[config.mk]
export PLATFORM = sky130hd
export DESIGN_NAME = two_input_xor_splitter
export DESIGN_NICKNAME = d
export VERILOG_FILES = /design/src/rtl/two_input_xor_splitter.sv
export SDC_FILE = /design/constraint.sdc
export NUM_CORES = 1
export LEC_CHECK = 0
export CORE_UTILIZATION = 40
export DETAILED_ROUTE_END_ITERATION = 8
export GPL_TIMING_DRIVEN = 0
export PLACE_DENSITY = 0.68
export SYNTH_ARGS = -nofsm -noshare
export SYNTH_HDL_FRONTEND = slang
export SYNTH_SLANG_ARGS = --single-unit
[constraint.sdc]
create_clock -name clk -period 2.05 [get_ports clk]
set_clock_uncertainty 0.05 [all_clocks]
set_input_delay 0.41 -clock clk [delete_from_list [all_inputs] [get_ports clk]]
set_output_delay 0.41 -clock clk [all_outputs]
set_load 0.03 [all_outputs]
[src/rtl/two_input_xor_splitter.sv]
// Splits 8-bit packets into address/data tokens through two independent 2-deep FIFOs.
// After reset the address FIFO holds one preamble token (LOCAL_ADDR) for the downstream XOR stage.
module two_input_xor_splitter #(
  parameter logic [3:0] LOCAL_ADDR = 4'h0
) (
  input  logic       clk,
  input  logic       reset,
  input  logic       in_valid,
  output logic       in_ready,
  input  logic [7:0] in_data,
  output logic       addr_valid,
  input  logic       addr_ready,
  output logic [3:0] addr_data,
  output logic       data_valid,
  input  logic       data_ready,
  output logic [3:0] data_data,
  output logic [7:0] pkt_count
);

  typedef enum logic {PREAMBLE = 1'b0, RUN = 1'b1} state_t;

  state_t          state_reg;
  state_t          state_next;
  logic            accept;
  logic [7:0]      pkt_count_reg;

  // Index 0 is the data FIFO, index 1 the address FIFO, matching in_data nibble order.
  logic [1:0]      fifo_ready;
  logic [1:0]      fifo_valid;
  logic [1:0]      fifo_full;
  logic [1:0][3:0] fifo_head;

  assign fifo_ready = {addr_ready, data_ready};

  generate
    for (genvar gi = 0; gi < 2; gi++) begin : g_fifo
      localparam logic [3:0] RESET_HEAD  = (gi == 1) ? LOCAL_ADDR : 4'h0;
      localparam logic [1:0] RESET_COUNT = (gi == 1) ? 2'd1 : 2'd0;

      logic [3:0] head_reg;
      logic [3:0] tail_reg;
      logic [1:0] count_reg;
      logic       push;
      logic       pop;
      logic [3:0] push_val;

      assign push     = accept;
      assign pop      = fifo_valid[gi] & fifo_ready[gi];
      assign push_val = in_data[gi*4 +: 4];

      always_ff @(posedge clk) begin
        if (reset) begin
          head_reg  <= RESET_HEAD;
          tail_reg  <= 4'h0;
          count_reg <= RESET_COUNT;
        end else begin
          case ({push, pop})
            2'b10: begin
              if (count_reg == 2'd0) head_reg <= push_val;
              else                   tail_reg <= push_val;
              count_reg <= count_reg + 2'd1;
            end
            2'b01: begin
              head_reg  <= tail_reg;
              count_reg <= count_reg - 2'd1;
            end
            2'b11: begin
              // Count stays put; with one entry the new token becomes head directly.
              if (count_reg == 2'd1) begin
                head_reg <= push_val;
              end else begin
                head_reg <= tail_reg;
                tail_reg <= push_val;
              end
            end
            default: ;
          endcase
        end
      end

      assign fifo_valid[gi] = (count_reg != 2'd0);
      assign fifo_full[gi]  = (count_reg == 2'd2);
      assign fifo_head[gi]  = head_reg;
    end
  endgenerate

  // State register
  always_ff @(posedge clk) begin
    if (reset) state_reg <= PREAMBLE;
    else       state_reg <= state_next;
  end

  // Next-state logic: leave PREAMBLE once the preamble token is taken
  always_comb begin
    state_next = state_reg;
    case (state_reg)
      PREAMBLE: if (addr_valid && addr_ready) state_next = RUN;
      RUN:      state_next = RUN;
      default:  state_next = PREAMBLE;
    endcase
  end

  // Output decode: registered state and occupancy only, no path from the readies
  always_comb begin
    in_ready = (state_reg == RUN) && !fifo_full[0] && !fifo_full[1];
  end

  assign accept = in_valid & in_ready;

  always_ff @(posedge clk) begin
    if (reset)       pkt_count_reg <= 8'd0;
    else if (accept) pkt_count_reg <= pkt_count_reg + 8'd1;
  end

  assign addr_valid = fifo_valid[1];
  assign addr_data  = fifo_head[1];
  assign data_valid = fifo_valid[0];
  assign data_data  = fifo_head[0];
  assign pkt_count  = pkt_count_reg;

endmodule

### After elaboration in Yosys (flattened, before gate mapping)

Cells that the tools add are included.

* bits of input ports: 13
* flip-flop bits (word level): 29

* $add $sub $neg: 5
* equal/unequal tests: 16
* reductions and logical operators: 19
* bitwise gates (word level): 4
* muxes and demuxes: 16

Operators with widths (count)
* 4-bit 2-to-1 mux: 8
* 4-bit case mux with 3 select lines: 2
* 4-bit case mux with 2 select lines: 2
* 2-bit == test, second input constant: 6
* 2-bit != test, second input constant: 6
* 2-bit nonzero test: 6
* 8-bit by 1-bit adder with 8-bit output, second input constant: 1
* 2-bit by 1-bit == test with 1-bit output, second input constant: 4
* 2-bit case mux with 2 select lines: 2
* 3-bit AND reduction: 2
* 3-bit nonzero test: 2
* 2-bit by 1-bit adder with 2-bit output, second input constant: 2
* 2-bit zero test: 2
* 2-bit AND reduction: 2
* 2-bit by 1-bit subtractor with 2-bit output, second input constant: 2
* 1-bit bitwise AND: 3
* 1-bit logical AND: 3
* 1-bit zero test: 2
* 1-bit case mux with 2 select lines: 1
* 1-bit 2-to-1 mux: 1
* 1-bit NOT: 1

### Longest topological paths before layout

Gate-level depths: netlist of run 1.

* depth after elaboration: 8
* gate-level depth with buffers: 10
* gate-level depth less buffers: 9

### Worst setup path before layout of run 1

Ideal clock, no wire load.

* path kind: flip-flop to flip-flop
* start point: reg g_fifo[0].count_reg[0]
* end point: reg g_fifo[1].head_reg[2], in the netlist addr_data[2]
* arrival time: 2015 ps
* cell stages (with the launch flop): 11
* setup time: 132 ps
* slack: -147 ps
* data required time: 1868 ps
* cells stage by stage: dfxtp_1 inv_1 ha_1 and4bb_4 buf_8 inv_1 ha_1 o21ai_0 o21ai_0 a221oi_1 nor3_1

* word-level cells in the longest chain between the ends: 8
* elaborated cells on any way between the ends: 12

Ends and longest elaborated chain
* from (decl): line 42 `logic [1:0] count_reg;`
* from (signal assigned): line 61 `count_reg <= count_reg + 2'd1;`
* from (signal assigned): line 65 `count_reg <= count_reg - 2'd1;`
* 2-bit == test *: line 82 `assign fifo_full[gi] = (count_reg == 2'd2);`
* 1-bit zero test *: line 105 `in_ready = (state_reg == RUN) && !fifo_full[0] && !fifo_full[1];`
* 1-bit logical AND * (2 in a row): line 105
* 1-bit bitwise AND *: line 108 `assign accept = in_valid & in_ready;`
* via accept: line 24 `logic accept;`
* 2-bit == test / 2-bit by 1-bit == test with 1-bit output (equally long branches): line 57 `case ({push, pop})`
* 2-bit != test (no line) / 3-bit nonzero test (equally long branches)
* 2-bit AND reduction (no line)
* to (signal assigned): line 59 `if (count_reg == 2'd0) head_reg <= push_val;`
* to (signal assigned): line 64 `head_reg <= tail_reg;`
* to (signal assigned): line 70 `head_reg <= push_val;`
* to (decl): line 40 `logic [3:0] head_reg;`

The timed path passes the listed nets; every way through them passes the cells marked *.
A chain may end at the register's enable or synchronous reset.

### Final worst setup path of run 1

* start point: reg g_fifo[1].count_reg[0]
* end point: reg g_fifo[1].head_reg[0], in the netlist addr_data[0]

* word-level cells in the longest chain between the ends: 7
* elaborated cells on any way between the ends: 16

Ends and longest elaborated chain (line)
* from (decl): 42
* from (signal assigned): 61
* from (signal assigned): 65
* 2-bit == test *: 82
* 1-bit zero test *: 105
* 1-bit logical AND *: 105
* 1-bit bitwise AND *: 108
* via accept: 24
* 2-bit == test / 2-bit by 1-bit == test with 1-bit output (equally long branches): 57
* 2-bit != test (no line) / 3-bit nonzero test (equally long branches)
* 2-bit AND reduction (no line)

Marked as above.

==> flow_summary.ini, run 1 <==
[status]
status = complete, but fails checks
failed_checks = negative setup slack

[final_layout]
nFillCells = 255
final_cell_mix = nor2_1, clkdlybuf4s50_1, dfxtp_1
drive_gt1_frac = 0.328
fin_nets = 230
postLayoutCellArea_um2 = 2270
antennaDiodeCount = 0
layout_commonest_cell = nor2_1
syn_to_final_growth_pct = 55.6

[floorplanning]
die_x_um = 62.3
initial_core_util = 0.426
die-area_um2 = 3890
dieHeight_um = 62.3
ioPinCount = 32
core_region_area_um2 = 3420
rows = 21

[yosys]
netlist_area_um2 = 1460
synth_top_area_share = 0.399
ys_ff_latch = 29
synthXorXnorAreaFrac = 0.0601
synth_area_leader_cell = dfxtp_1
synthTopCellsByArea = dfxtp_1, ha_1, nor2_1
ys_seq_area_frac = 0.399
yosys_warnings = 0
synth_top_family_by_area = simple AND/OR/NAND/NOR gates
synth_adder_area_share = 0.120
synth_cells = 156
synthMuxAreaShare = 0.0550
synth-simple-area-share = 0.190
syn_nets = 183
synth_compound_area_frac = 0.119
syn_area_per_cell_um2 = 9.34
synth.distinct_cells = 27

[cts]
clock-sinks = 29
clk_path_buf_depth = 2
clkLatencyLatePin_ps = 340
cts_tree = built
cts-buffers-inserted = 5
cts_root_buf = clkbuf_4
clk_pin_slew_ps = 110
cts_hold_buf = 0
h-tree-depth = 2

[place]
dp_hpwl_um = 2320
port_buffers = 30
gp_congestion = 0.797
dpl_cell_area_um2 = 1820

[setup_path]
rr_endpoint = addr_data[0]$_SDFFE_PP0P_
crit_fanout = 6
critPathCaptureType = flop
required_ps = 2230
cp_top_family = compound AO/OA/AOI/OAI gates
reg2reg_from = g_fifo[1].count_reg[0]$_SDFFE_PP1P_
path_class = reg2reg
critPathBufInv = 3
rr_worst_depth = 10
cp_cell_sequence = inv_2 > ha_4 > and4bb_4 > buf_12 > inv_8 > ha_4 > o21ai_4 > o21ai_4 > a221oi_2 > nor3_1
arrival_ps = 2260
crit_end = addr_data[0]$_SDFFE_PP0P_
crit_path_max_incr_delay_ps = 380
startpoint_type = flop
regToRegSetupSlack_ps = -30
crit_path_start = g_fifo[1].count_reg[0]$_SDFFE_PP1P_
cpMaxStageDelayCell = dfxtp_2
path_depth = 10

[drt]
drc_errors = 0
viasPerCell = 5.13
routed_wl_um = 3850
ant_nets = 0
num_vias = 1282
wire_per_inst_um = 15.4
first_pass_iters = 4
drt-initial-drc-count = 51

[global_routing]
grt_pass1_wl_um = 5730
grt_pass1_vias = 1216
grt-ovfl-total = 0
antenna_found_initial = 0
grtUsageTotal = 0.195
grt_max_degree = 11

[sta]
tns_ps = -33.6
maxSlewViolCount = 0
hold_viol = 0
setup_slack_ps = -30.6
setup_violations = 2
rsz0062_at_grt = true
worstMarginPinSlew_ps = 617
finalCriticalPeriod_ps = 2080
post-route-period-util = 1.01
fmax_mhz = 481
relSlewSlack = 0.589

[pwr]
leakage_uw = 0.000917
powerDensity_nw_per_um2 = 1140
ir_drop_uv = 611

[hold_path]
worstHoldPathType = in2reg

[run]
maxCapViolCount = 0
## metal layers
metal,vias to the layer above,routed length (µm),track usage
li1,634,-,-
met1,618,1550,0.216
met2,26,2120,0.341
met3,4,143,0.0699
met4,0,37,0.0698
met5,-,0,0
## stage by stage
stage               hold slack (ps)  power, µW  std cells   util  worst slack [ps]
detailed placement              410       1670        232  0.532              -537
floorplan                       383       1370        156      -             -3.64
CTS                             241       2300        245  0.600             -31.5
global placement                401       1630        232  0.532              -450
finish                          241       2570        250  0.663             -30.6
global route                    223       2730        250  0.663             -84.6
## worst reg2reg max path: cells and delay by family, from the launching register on
family                   cells  cell delay (ps)
AO/OA/AOI/OAI                3              530
flip-flops                   1              380
adder cells (fa/ha/maj)      2              330
AND/OR/NAND/NOR              2              420
buffers and inverters        3              260
## final cells by class
| cell class | instances | area [µm²] | area share |
|---|---|---|---|
| buffer | 4 | 46.3 | 0.0204 |
| clock buffer | 6 | 51.3 | 0.0226 |
| clock inverter | 2 | 37.5 | 0.0166 |
| inverter | 11 | 48.8 | 0.0215 |
| multi-input combinational | 112 | 1050 | 0.463 |
| sequential | 29 | 588 | 0.260 |
| tap | 46 | 57.6 | 0.0254 |
| timing repair buffer | 40 | 388 | 0.171 |
## cells in the mapped netlist (all sizes together)
master	count
a211oi	2
a21o	3
a21oi	4
a221oi	8
and2b	2
and3	2
and4bb	1
buf	3
clkbuf	1
dfxtp	29
ha	14
inv	11
mux2i	8
nand2	6
nand3	1
nand4	5
nor2	28
nor2b	3
nor3	8
nor3b	1
o21ai	5
o31ai	1
xnor2	1
xor2	9
## power breakdown
part | switching [µW] | internal [µW]
clock | 224 | 290
combinational | 714 | 600
sequential | 74.5 | 671
## repair_timing
item,CTS,global route
endpoints found under the hold margin,0,0
buffers inserted,5,5
cloned,0,0
gates resized for setup,28,36
endpoints found under the setup margin,19,17
pin swaps,5,19
## logic make-up after synthesis
| logic type | after synthesis |
|---|---|
| mux | 8 |
| compound gates | 23 |
| simple gates | 57 |
| xor+xnor | 10 |
| flops | 29 |
| buf+inv | 15 |
| fa+ha+maj | 14 |
## worst min path at each step
stage | startpoint | to | slack (ps) | cells past startpoint
3_5_place_dp | g_fifo[1].count_reg[0]$_SDFFE_PP1P_ | g_fifo[1].count_reg[0]$_SDFFE_PP1P_ | 410 | 1
6_report | reset | g_fifo[1].count_reg[1]$_SDFFE_PP0P_ | 240 | 2
4_1_cts | reset | addr_data[1]$_SDFFE_PP0P_ | 240 | 2
3_3_place_gp | g_fifo[1].count_reg[0]$_SDFFE_PP1P_ | g_fifo[1].count_reg[0]$_SDFFE_PP1P_ | 400 | 1
2_1_floorplan | g_fifo[1].count_reg[0]$_SDFFE_PP1P_ | g_fifo[1].count_reg[0]$_SDFFE_PP1P_ | 380 | 1
5_1_grt | reset | g_fifo[1].count_reg[1]$_SDFFE_PP0P_ | 220 | 2
Power figures use the tool's default switching activity.
==> run 2, diff against run 1 <==
CORE_UTILIZATION = 51   (was 40)
DONT_BUFFER_PORTS = 1   (was not set)
PLACE_DENSITY = 0.69   (was 0.68)
==> run 2 against run 1 <==
  * The run now ends clean
  * Maximum frequency rose by 4.7%
  * Clock power shrank 4%
  * First-iteration DRC count grew 24%
  * Clock-buffer cell count up 1
  * Die area decreased by 21%
  * Critical path depth down 1
  * Sequential power rose by 12%
  * Sequential cell count stayed put
  * Critical path type unchanged
  * Critical endpoint is now addr_data[2]$_SDFFE_PP0P_
  * Largest cell class unchanged
  * Highest routed layer unchanged
==> flow_summary.ini, run 2 (same netlist as run 1, synthesis figures left out) <==
[status]
status = finished clean

[global_routing]
grtUsageTotal = 0.228
grt_pass1_vias = 1234
grt_max_degree = 11
grt-ovfl-total = 0
antenna_found_initial = 0
grt_pass1_wl_um = 5400

[sta]
finalCriticalPeriod_ps = 1990
setup_slack_ps = 62.7
setup_violations = 0
tns_ps = 0
maxSlewViolCount = 0
relSlewSlack = 0.614
hold_slack_ps = 171
fmax_mhz = 503
worstMarginPinSlew_ps = 579
hold_viol = 0
post-route-period-util = 0.969

[run]
maxCapViolCount = 0

[final_layout]
syn_to_final_growth_pct = 25.5
drive_gt1_frac = 0.333
antennaDiodeCount = 0
nFillCells = 212
fin_nets = 197
layout_commonest_cell = nor2_1
final_cell_mix = nor2_1, dfxtp_1, xor2_1
postLayoutCellArea_um2 = 1830

[drt]
num_vias = 1174
ant_nets = 0
drc_errors = 0
drt-initial-drc-count = 63
routed_wl_um = 3520
viasPerCell = 5.81
first_pass_iters = 4
wire_per_inst_um = 17.4

[setup_path]
critical_path.most_common_cell = o21ai_4
cpMaxStageDelayCell = and4bb_4
crit_path_max_incr_delay_ps = 450
crit_path_start = g_fifo[1].count_reg[0]$_SDFFE_PP1P_
reg2reg_from = g_fifo[1].count_reg[0]$_SDFFE_PP1P_
cp_cell_sequence = inv_2 > ha_2 > and4bb_4 > inv_6 > ha_4 > o21ai_4 > o21ai_4 > a221oi_2 > nor3_1
startpoint_type = flop
cp_top_family = simple AND/OR/NAND/NOR gates
crit_fanout = 7
critPathBufInv = 2
critPathCaptureType = flop
rr_endpoint = addr_data[2]$_SDFFE_PP0P_
rr_worst_depth = 9
path_depth = 9
arrival_ps = 2140
regToRegSetupSlack_ps = 60
crit_end = addr_data[2]$_SDFFE_PP0P_
path_class = reg2reg
required_ps = 2200

[floorplanning]
initial_core_util = 0.533
ioPinCount = 32
dieHeight_um = 55.4
die-area_um2 = 3070
die_x_um = 55.4
core_region_area_um2 = 2730
rows = 19

[cts]
h-tree-depth = 2
clock-sinks = 29
clk_pin_slew_ps = 90
clkLatencyLatePin_ps = 340
clk_path_buf_depth = 2
cts_tree = built
cts-buffers-inserted = 5
cts_root_buf = clkbuf_4

[place]
dp_hpwl_um = 2110
port_buffers = 0
dpl_worst_slack_ps = -348
gp_congestion = 0.736
dpl_cell_area_um2 = 1500

[pwr]
powerDensity_nw_per_um2 = 1250
power_uw = 2290
leakage_uw = 0.000783
ir_drop_uv = 981

[hold_path]
worstHoldPathType = in2reg
run 2: cell types whose count changed in the layout (fill, tap and decap cells not counted), sizes merged:
cell / previous run / this run
clkbuf: 7 / 8
clkdlybuf4s15: 2 / 0
clkinvlp: 1 / 0
dlygate4sd2: 1 / 0
clkdlybuf4s50: 27 / 0
buf: 13 / 10
run 2: worst min path at each step:
stage	start	slack, ps	cells after the start	end
floorplan	g_fifo[1].count_reg[0]$_SDFFE_PP1P_	380	1	g_fifo[1].count_reg[0]$_SDFFE_PP1P_
global placement	g_fifo[1].count_reg[0]$_SDFFE_PP1P_	400	1	g_fifo[1].count_reg[0]$_SDFFE_PP1P_
detailed placement	g_fifo[1].count_reg[0]$_SDFFE_PP1P_	400	1	g_fifo[1].count_reg[0]$_SDFFE_PP1P_
CTS	in_data[5]	170	2	g_fifo[1].tail_reg[1]$_SDFFE_PP0P_
global route	in_data[7]	160	2	g_fifo[1].tail_reg[3]$_SDFFE_PP0P_
finish	in_data[5]	170	2	g_fifo[1].tail_reg[1]$_SDFFE_PP0P_
run 2: timing repair:
item / CTS / global route
setup endpoints to repair: 18 / 16
cloned: 0 / 0
resized for setup: 18 / 27
pin swaps: 4 / 7
hold buffers: 0 / 0
buffers inserted: 6 / 2
run 2: worst register-to-register path, cell delays in order, from the launching register on:
cell and delay, ps:
dfxtp_2 340, inv_2 40, ha_2 160, and4bb_4 450, inv_6 70, ha_4 190
o21ai_4 140, o21ai_4 110, a221oi_2 240, nor3_1 70
run 2: final cells by class:
class	instances	area, µm²	area share
buffer	3	26.3	0.0144
multi-input combinational	112	985	0.539
timing repair buffer	8	60.1	0.0329
clock inverter	1	30.0	0.0164
sequential	29	584	0.320
inverter	11	48.8	0.0267
clock buffer	7	55.1	0.0301
tap	31	38.8	0.0212
run 2: per-layer routing:
metal / part of all wire / GRT usage
met5: 0 / 0
met2: 0.53 / 0.411
met3: 0.039 / 0.0656
met4: 0.020 / 0.139
met1: 0.41 / 0.229
run 2: power by group:
part           switching, µW  leakage, µW  internal (µW)
Clock                    204    0.0000455            291
Sequential               173     0.000237            666
Combinational            549     0.000500            406
Total                    926     0.000783           1360
run 2: per-stage QoR:
step	instances	util
global placement	187	0.548
global route	202	0.669
floorplan	156	-
detailed placement	187	0.548
CTS	201	0.624
finish	202	0.669
==> run 3, diff against run 2 <==
SETUP_SLACK_MARGIN = 0.2   (was not set)
==> run 3 against run 2 <==
  * Clock-buffer cell count is 2 lower
  * Wire length down 7.5%
  * Total power rose by 0.44%
  * Critical path depth increased by 1
  * Register-to-register slack worse by 20 ps
  * Core utilization increased by 4.0 points
  * Global-route usage grew 0.22 points
  * Worst setup slack got worse by 19 ps
  * Non-clock buffer count up 6
  * Hold slack got worse by 21 ps
  * Largest power group unchanged
==> flow_summary.ini, run 3 (same netlist as run 1, synthesis figures left out) <==
[status]
status = finished clean

[setup_path]
crit_fanout = 6
cp_cell_sequence = inv_4 > ha_4 > and4bb_4 > buf_12 > inv_8 > ha_4 > o21ai_4 > o21ai_4 > a221oi_2 > nor3_1
cp_top_family = compound AO/OA/AOI/OAI gates
crit_path_max_incr_delay_ps = 370
required_ps = 2210
critPathCaptureType = flop
critPathBufInv = 3
path_class = reg2reg
startpoint_type = flop
arrival_ps = 2170
cpMaxStageDelayCell = dfxtp_2

[drt]
ant_nets = 0
drc_errors = 0
first_pass_iters = 4
routed_wl_um = 3260
num_vias = 1163
drt-initial-drc-count = 16
wire_per_inst_um = 15.7
viasPerCell = 5.59

[floorplanning]
die_x_um = 55.4
initial_core_util = 0.533
dieHeight_um = 55.4
ioPinCount = 32
core_region_area_um2 = 2730
rows = 19
die-area_um2 = 3070

[sta]
finalCriticalPeriod_ps = 2010
maxSlewViolCount = 0
relSlewSlack = 0.653
rsz0062_at_grt = true
hold_viol = 0
worstMarginPinSlew_ps = 521
fmax_mhz = 498
setup_violations = 0
post-route-period-util = 0.979

[cts]
clk_pin_slew_ps = 110
cts_root_buf = clkbuf_4
clk_path_buf_depth = 2
h-tree-depth = 2
cts-buffers-inserted = 5
cts_tree = built
clkLatencyLatePin_ps = 350
clock-sinks = 29

[pwr]
switching_share = 0.426
leakage_uw = 0.000810
ir_drop_uv = 932
clkPwrFrac = 0.152
p_int_uw = 1320
seq_power_share = 0.370
switchingPower_uw = 981
combPwrFrac = 0.478
power_uw = 2300
powerDensity_nw_per_um2 = 1190

[final_layout]
layout_commonest_cell = nor2_1
final_cell_mix = nor2_1, dfxtp_1, buf_4
drive_gt1_frac = 0.379
syn_to_final_growth_pct = 33.1
nFillCells = 185
fin_util = 0.709
fin_nets = 203
antennaDiodeCount = 0

[global_routing]
antenna_found_initial = 0
grtUsageTotal = 0.230
top_usage_layer = met2
met1_usage = 0.271
grt.met3_usage = 0.0515
met2_usage = 0.387
grt_max_degree = 11
grt-ovfl-total = 0
grt_pass1_wl_um = 5460
grt_pass1_vias = 1203

[place]
dp_hpwl_um = 2080
gp_congestion = 0.824
port_buffers = 0

[hold_path]
worstHoldPathType = in2reg

[run]
maxCapViolCount = 0
[run 3: path summary, 6_finish.rpt]
kind / start / endpoint / slack (ps) / cells past startpoint
worst max register to register: g_fifo[0].count_reg[0]$_SDFFE_PP0P_ / addr_data[2]$_SDFFE_PP0P_ / 40 / 10
worst min register to register: state_reg$_SDFF_PP0_ / state_reg$_SDFF_PP0_ / 470 / 2
worst max-delay path: g_fifo[0].count_reg[0]$_SDFFE_PP0P_ / addr_data[2]$_SDFFE_PP0P_ / 40 / 10
worst min-delay path: in_data[3] / g_fifo[0].tail_reg[3]$_SDFFE_PP0P_ / 150 / 2
[run 3: final cells by class]
| cell class | instances | area (µm²) | area share |
|---|---|---|---|
| clock inverters | 3 | 17.5 | 0.00904 |
| clock buffers | 5 | 37.5 | 0.0194 |
| repair buffers | 13 | 105 | 0.0542 |
| inverters | 11 | 53.8 | 0.0278 |
| plain buffers | 4 | 46.3 | 0.0239 |
| well taps | 31 | 38.8 | 0.0200 |
| multi-input cells | 112 | 1050 | 0.543 |
| flip-flops and latches | 29 | 587 | 0.303 |
[run 3: stage by stage]
stage | setup WS (ps) | area (µm²) | setup TNS, ps | hold WS, ps | std cells
after floorplan | 110 | 1510 | 0 | 394 | 156
after global placement | -73.1 | 1550 | -377 | 408 | 187
after detailed placement | -100 | 1550 | -862 | 421 | 187
after CTS | 80.5 | 1870 | 0 | 157 | 206
after global routing | 2.03 | 1940 | 0 | 159 | 208
final | 43.4 | 1940 | 0 | 150 | 208
[run 3: power by group through the flow]
stage,clock network [µW],logic [µW],registers [µW]
4_1_cts,351,976,839
3_3_place_gp,0,660,842
2_1_floorplan,0,578,831
3_5_place_dp,0,691,848
6_report,349,1100,851
5_1_grt,373,1200,862
[run 3: what timing repair did]
item                                    4_1_cts  5_1_grt
cloned                                        0        0
endpoints found under the setup margin       21       21
hold endpoints to repair                      0        0
pin swaps                                    11       10
hold buffers                                  0        0
resized for setup                            34       12
buffers inserted                             11        2
[run 3: per-layer routing]
layer,vias up,part of all wire
li1,578,-
met1,558,0.44
met4,0,0.020
met3,7,0.035
met5,-,0
met2,20,0.51
==> RTL edit 1, RTL diff (flow settings as in run 1) <==
Reset style: asynchronous (`reset`), changed in 3 clocked blocks.
--- a/src/rtl/two_input_xor_splitter.sv
+++ b/src/rtl/two_input_xor_splitter.sv
@@ -48,7 +48,7 @@
       assign pop      = fifo_valid[gi] & fifo_ready[gi];
       assign push_val = in_data[gi*4 +: 4];
 
-      always_ff @(posedge clk) begin
+      always_ff @(posedge clk or posedge reset) begin
         if (reset) begin
           head_reg  <= RESET_HEAD;
           tail_reg  <= 4'h0;
@@ -85,7 +85,7 @@
   endgenerate
 
   // State register
-  always_ff @(posedge clk) begin
+  always_ff @(posedge clk or posedge reset) begin
     if (reset) state_reg <= PREAMBLE;
     else       state_reg <= state_next;
   end
@@ -107,7 +107,7 @@
 
   assign accept = in_valid & in_ready;
 
-  always_ff @(posedge clk) begin
+  always_ff @(posedge clk or posedge reset) begin
     if (reset)       pkt_count_reg <= 8'd0;
     else if (accept) pkt_count_reg <= pkt_count_reg + 8'd1;
   end
Check against the original RTL: differs if reset is asserted again (counterexample within 4 cycles, from zero or initial values and one cycle with reset high); with reset held inactive, the same outputs for 10 cycles.
==> RTL edit 1 against run 1 <==
- the flow still finishes with violations (setup timing)
- worst setup slack got worse by 0.11 ns
- power is 51% higher
- critical endpoint is now g_fifo[0].tail_reg[3]
- critical path type unchanged
- routed wire length is 3.5% lower
- cell count down 0.40%
- synthesized area rose by 11%
- final area grew 3.8%
- sequential cell count is the same
==> RTL edit 1: results <==
[critical_path]
cp_max_fo = 7
worstReg2RegStart = g_fifo[1].count_reg[0]
cp.arrival_ns = 2.30
critical_path.startpoint_type = flop
r2r_cells = 10
endpoint = g_fifo[0].tail_reg[3]

[synth]
ys_seq_area_share_pct = 45.00
syn_avg_cell_area_um2 = 10.84
synth.top_cells.by_area = dfrtp_1 43%, ha_1 12%, mux2_2 5.6%
synth-edff-count = 0
ys.flop_type = dfrtp_1
syn-num-nets = 178
synthArstFlopShare_pct = 100.0
yosys_warnings = 0
synth_commonest_cells = 28 x dfrtp_1, 17 x o21ai_0, 16 x ha_1
synth_cell_types = 31

[grt]
grt_use_total_pct = 19.51
grt_max_degree = 30
antenna_found_initial = 0
grt_pass1_wl_mm = 6.189

[floorplanning]
core_mm2 = 0.003771

[hold_path]
holdCritPathClass = flop to flop

[placed_design]
placedCellCount = 228
dpl_cell_area_mm2 = 0.002038
dp_hpwl_mm = 2.418
io_buffers = 31
gp_congestion = 0.8526

[run_status]
status = finished, violations left
failed_checks = setup timing

[clocking]
cts_max_path_buffers = 2
worstSkewPairLatency_ns = 0.28
cts-root-buf = clkbuf_8
htreeDepth = 2
path_clk_slew_ns = 0.07
cts_buffers = 5

[finish]
n_fill_cell = 301
layout.nets = 229
diodes = 0
final_layout_size_suffix_gt1_share_pct = 30.35

[routing]
vias_per_cell = 5.265
avgRoutedWirePerCell_um = 14.92
firstDrtPassIters = 4
routed-via-count = 1311
drt_iter0_markers = 57

[timing]
finalSetupViolCount = 12
fin_ws_ns = -0.1449
slew_headroom_pct = 25.53

[pwr]
leakage_nw = 1.002
worst_ir_drop_vdd_mv = 0.7336
-- RTL edit 1: kinds of logic (layout without fill, tap and decap cells) --
family / count (synthesis) / after routing / synth area share, %
AOI/OAI and AO/OA: 42 / 42 / 17.04
adders and majority gates: 16 / 16 / 12.39
buffers and inverters: 16 / 68 / 4.802
and+or+nand+nor: 29 / 29 / 10.30
muxes: 8 / 8 / 5.577
DFF: 29 / 29 / 45.00
xor gates and xnor gates: 9 / 9 / 4.880
-- RTL edit 1: timing repair --
item / 4_1_cts / 5_1_grt
pin swaps: 6 / 9
resized for setup: 37 / 15
setup buffers: 9 / 5
setup endpoints to repair: 21 / 19
-- RTL edit 1: how the worst min path moves through the flow --
stage	startpoint	to	slack, ns	cells after the start
after floorplan	state_reg	state_reg	0.40	1
after detailed placement	pkt_count[7]	pkt_count[7]	0.42	1
after global placement	pkt_count[7]	pkt_count[7]	0.41	1
final	pkt_count[7]	pkt_count[7]	0.42	1
after global routing	pkt_count[7]	pkt_count[7]	0.44	1
after CTS	pkt_count[7]	pkt_count[7]	0.43	1
-- RTL edit 1: cell type report --
class / instances / area (um2) / share of cell area (%)
timing repair buffer: 45 / 421.7 / 17.94
clock inverter: 2 / 10.01 / 0.4258
clock buffer: 6 / 72.57 / 3.087
multi-input combinational: 104 / 960.9 / 40.87
tap: 48 / 60.06 / 2.555
sequential: 29 / 726.9 / 30.92
buffer: 4 / 37.54 / 1.597
inverter: 11 / 61.31 / 2.608
-- RTL edit 1: per-stage QoR --
| step | total power (W) | setup WS [ns] | TNS [ns] | hold slack (ns) |
|---|---|---|---|---|
| 3_3_place_gp | 0.002971 | -0.4758 | -5.113 | 0.4066 |
| 3_5_place_dp | 0.003040 | -0.4897 | -5.932 | 0.4154 |
| 4_1_cts | 0.003790 | -0.1791 | -1.623 | 0.4281 |
| 5_1_grt | 0.004161 | -0.2334 | -2.327 | 0.4386 |
| 6_report | 0.003891 | -0.1449 | -1.090 | 0.4214 |
| 2_1_floorplan | 0.002414 | -0.2432 | -1.552 | 0.3991 |
-- RTL edit 1: routing by layer --
metal	global-route usage [%]	share of wire (%)	vias up
li1	-	-	634
met1	21.77	44	638
met2	34.92	51	33
met3	6.076	4.2	6
met4	6.250	1.1	0
met5	0	0	-
-- RTL edit 1: where the power goes --
part           switching, W  internal [W]
clock network      0.000218      0.000235
registers          0.000186      0.000845
logic               0.00126       0.00115
-- RTL edit 1: worst max-delay path, cell delays in order, from the launching register on --
cell	delay (ns)
dfstp_2	0.56
inv_4	0.05
ha_4	0.15
nand4bb_1	0.18
buf_6	0.15
clkinv_8	0.06
ha_4	0.16
nor2_4	0.04
a211oi_4	0.21
buf_6	0.16
mux2_4	0.30
==> RTL edit 2, RTL diff (settings of run 1) <==
Made on the original files. Put one more register stage on the output `pkt_count`. The value now appears one clock later. The other outputs are not delayed to match.
--- a/src/rtl/two_input_xor_splitter.sv
+++ b/src/rtl/two_input_xor_splitter.sv
@@ -116,7 +116,9 @@
   assign addr_data  = fifo_head[1];
   assign data_valid = fifo_valid[0];
   assign data_data  = fifo_head[0];
-  assign pkt_count  = pkt_count_reg;
+  always_ff @(posedge clk) begin
+    pkt_count <= pkt_count_reg;
+  end
 
 endmodule
 
Behaviour: not the same (Yosys sat finds a counterexample within 4 cycles, from zero or initial values and one cycle with reset high).
==> RTL edit 2 against run 1 <==
- power is 4.7% higher
- sequential cell count is 8 higher
- synthesized area is 17% higher
- first-iteration DRC count is 73% higher
- routed wire length is 2.0% lower
- worst setup slack better by 0.092 ns
- final area is 8.0% higher
- register-to-register slack better by 0.11 ns
- highest routed layer unchanged
==> RTL edit 2: results <==
[run_status]
status = completed

[synth]
synthXorXnorAreaFrac_pct = 2.060
synth.area.mux_share_pct = 0
syn-num-nets = 215
ys_seq_area_share_pct = 43.56
synth_fa_ha_area_share_pct = 10.30
synth_compound_area_share_pct = 26.20
synth_commonest_cells = 37 x dfxtp_1, 27 x o21ai_0, 16 x a21oi_1
synth.top_cells.by_area = dfxtp_1 44%, ha_1 10%, o21ai_0 7.9%
yosys_warnings = 0

[grt]
grt_use_total_pct = 18.10
grt_pass1_vias = 1424
grt_pass1_wl_mm = 6.134

[hold_path]
holdCritPathClass = flop to flop
hold_end = pkt_count[7]
hp-start = pkt_count_reg[7]
min_delay_path_depth = 0

[clocking]
path_clk_slew_ns = 0.08
cts-root-buf = clkbuf_8
worstSkewPairLatency_ns = 0.30

[timing]
worst_slew_pin_slew_ns = 0.5071

[routing]
routed-via-count = 1539
drt_iter0_markers = 88

[placed_design]
dpl_cell_area_mm2 = 0.002077
dp_hpwl_mm = 2.576
gp_congestion = 0.8205
preCtsSetupSlack_ns = -0.5560

[finish]
regArea_um2 = 743.2
layout.nets = 265

[critical_path]
r2r_cells = 9
rr_endpoint = addr_data[2]
worstReg2RegStart = g_fifo[0].count_reg[0]
crit_family = buffers and inverters
endpoint = addr_valid
cp_max_fo = 9
cp.arrival_ns = 1.53
## RTL edit 2: cell types whose count changed after synthesis, moves of 11 or more
cell	run 1	this run
o21ai_0	4	27
a21oi_1	4	16
nor2_1	28	9
nand3_1	1	12
## RTL edit 2: stage by stage
stage / instances / hold slack, ns / setup TNS [ns] / power [W]
after floorplan: 188 / 0.2937 / 0 / 0.001565
after global placement: 268 / 0.3045 / -7.416 / 0.001850
after detailed placement: 268 / 0.3076 / -7.634 / 0.001855
after CTS: 280 / 0.3179 / 0 / 0.002590
after global routing: 289 / 0.3406 / -0.01335 / 0.002870
final: 289 / 0.3158 / 0 / 0.002696
## RTL edit 2: layout make-up
| class | count | share of cell area [%] |
|---|---|---|
| Tap cell | 50 | 2.558 |
| Timing Repair Buffer | 44 | 16.47 |
| Clock buffer | 6 | 3.376 |
| Sequential cell | 37 | 30.38 |
| Inverter | 11 | 2.199 |
| Buffer | 9 | 2.813 |
| Multi-Input combinational cell | 130 | 40.66 |
| Clock inverter | 2 | 1.535 |
## RTL edit 2: timing repair
action / CTS / global route
gates resized for setup: 30 / 28
setup buffers: 4 / 10
setup endpoints to repair: 23 / 18
pin swaps: 5 / 11
hold endpoints to repair: 0 / 0
## RTL edit 2: power breakdown
part,total [W],switching [W],internal [W],leakage [nW]
Combinational,0.00114,0.000636,0.000502,0.544
Sequential,0.000891,0.0000646,0.000826,0.302
Clock,0.000667,0.000272,0.000395,0.0574
Total,0.00270,0.000972,0.00172,0.903
## RTL edit 2: routing by layer
layer | global-route usage [%] | vias to the layer above | wire length, um
met5 | 0 | - | 0
met4 | 8.245 | 0 | 87
met3 | 4.899 | 10 | 170
met2 | 28.50 | 31 | 1761
met1 | 22.91 | 705 | 1752
li1 | - | 793 | -
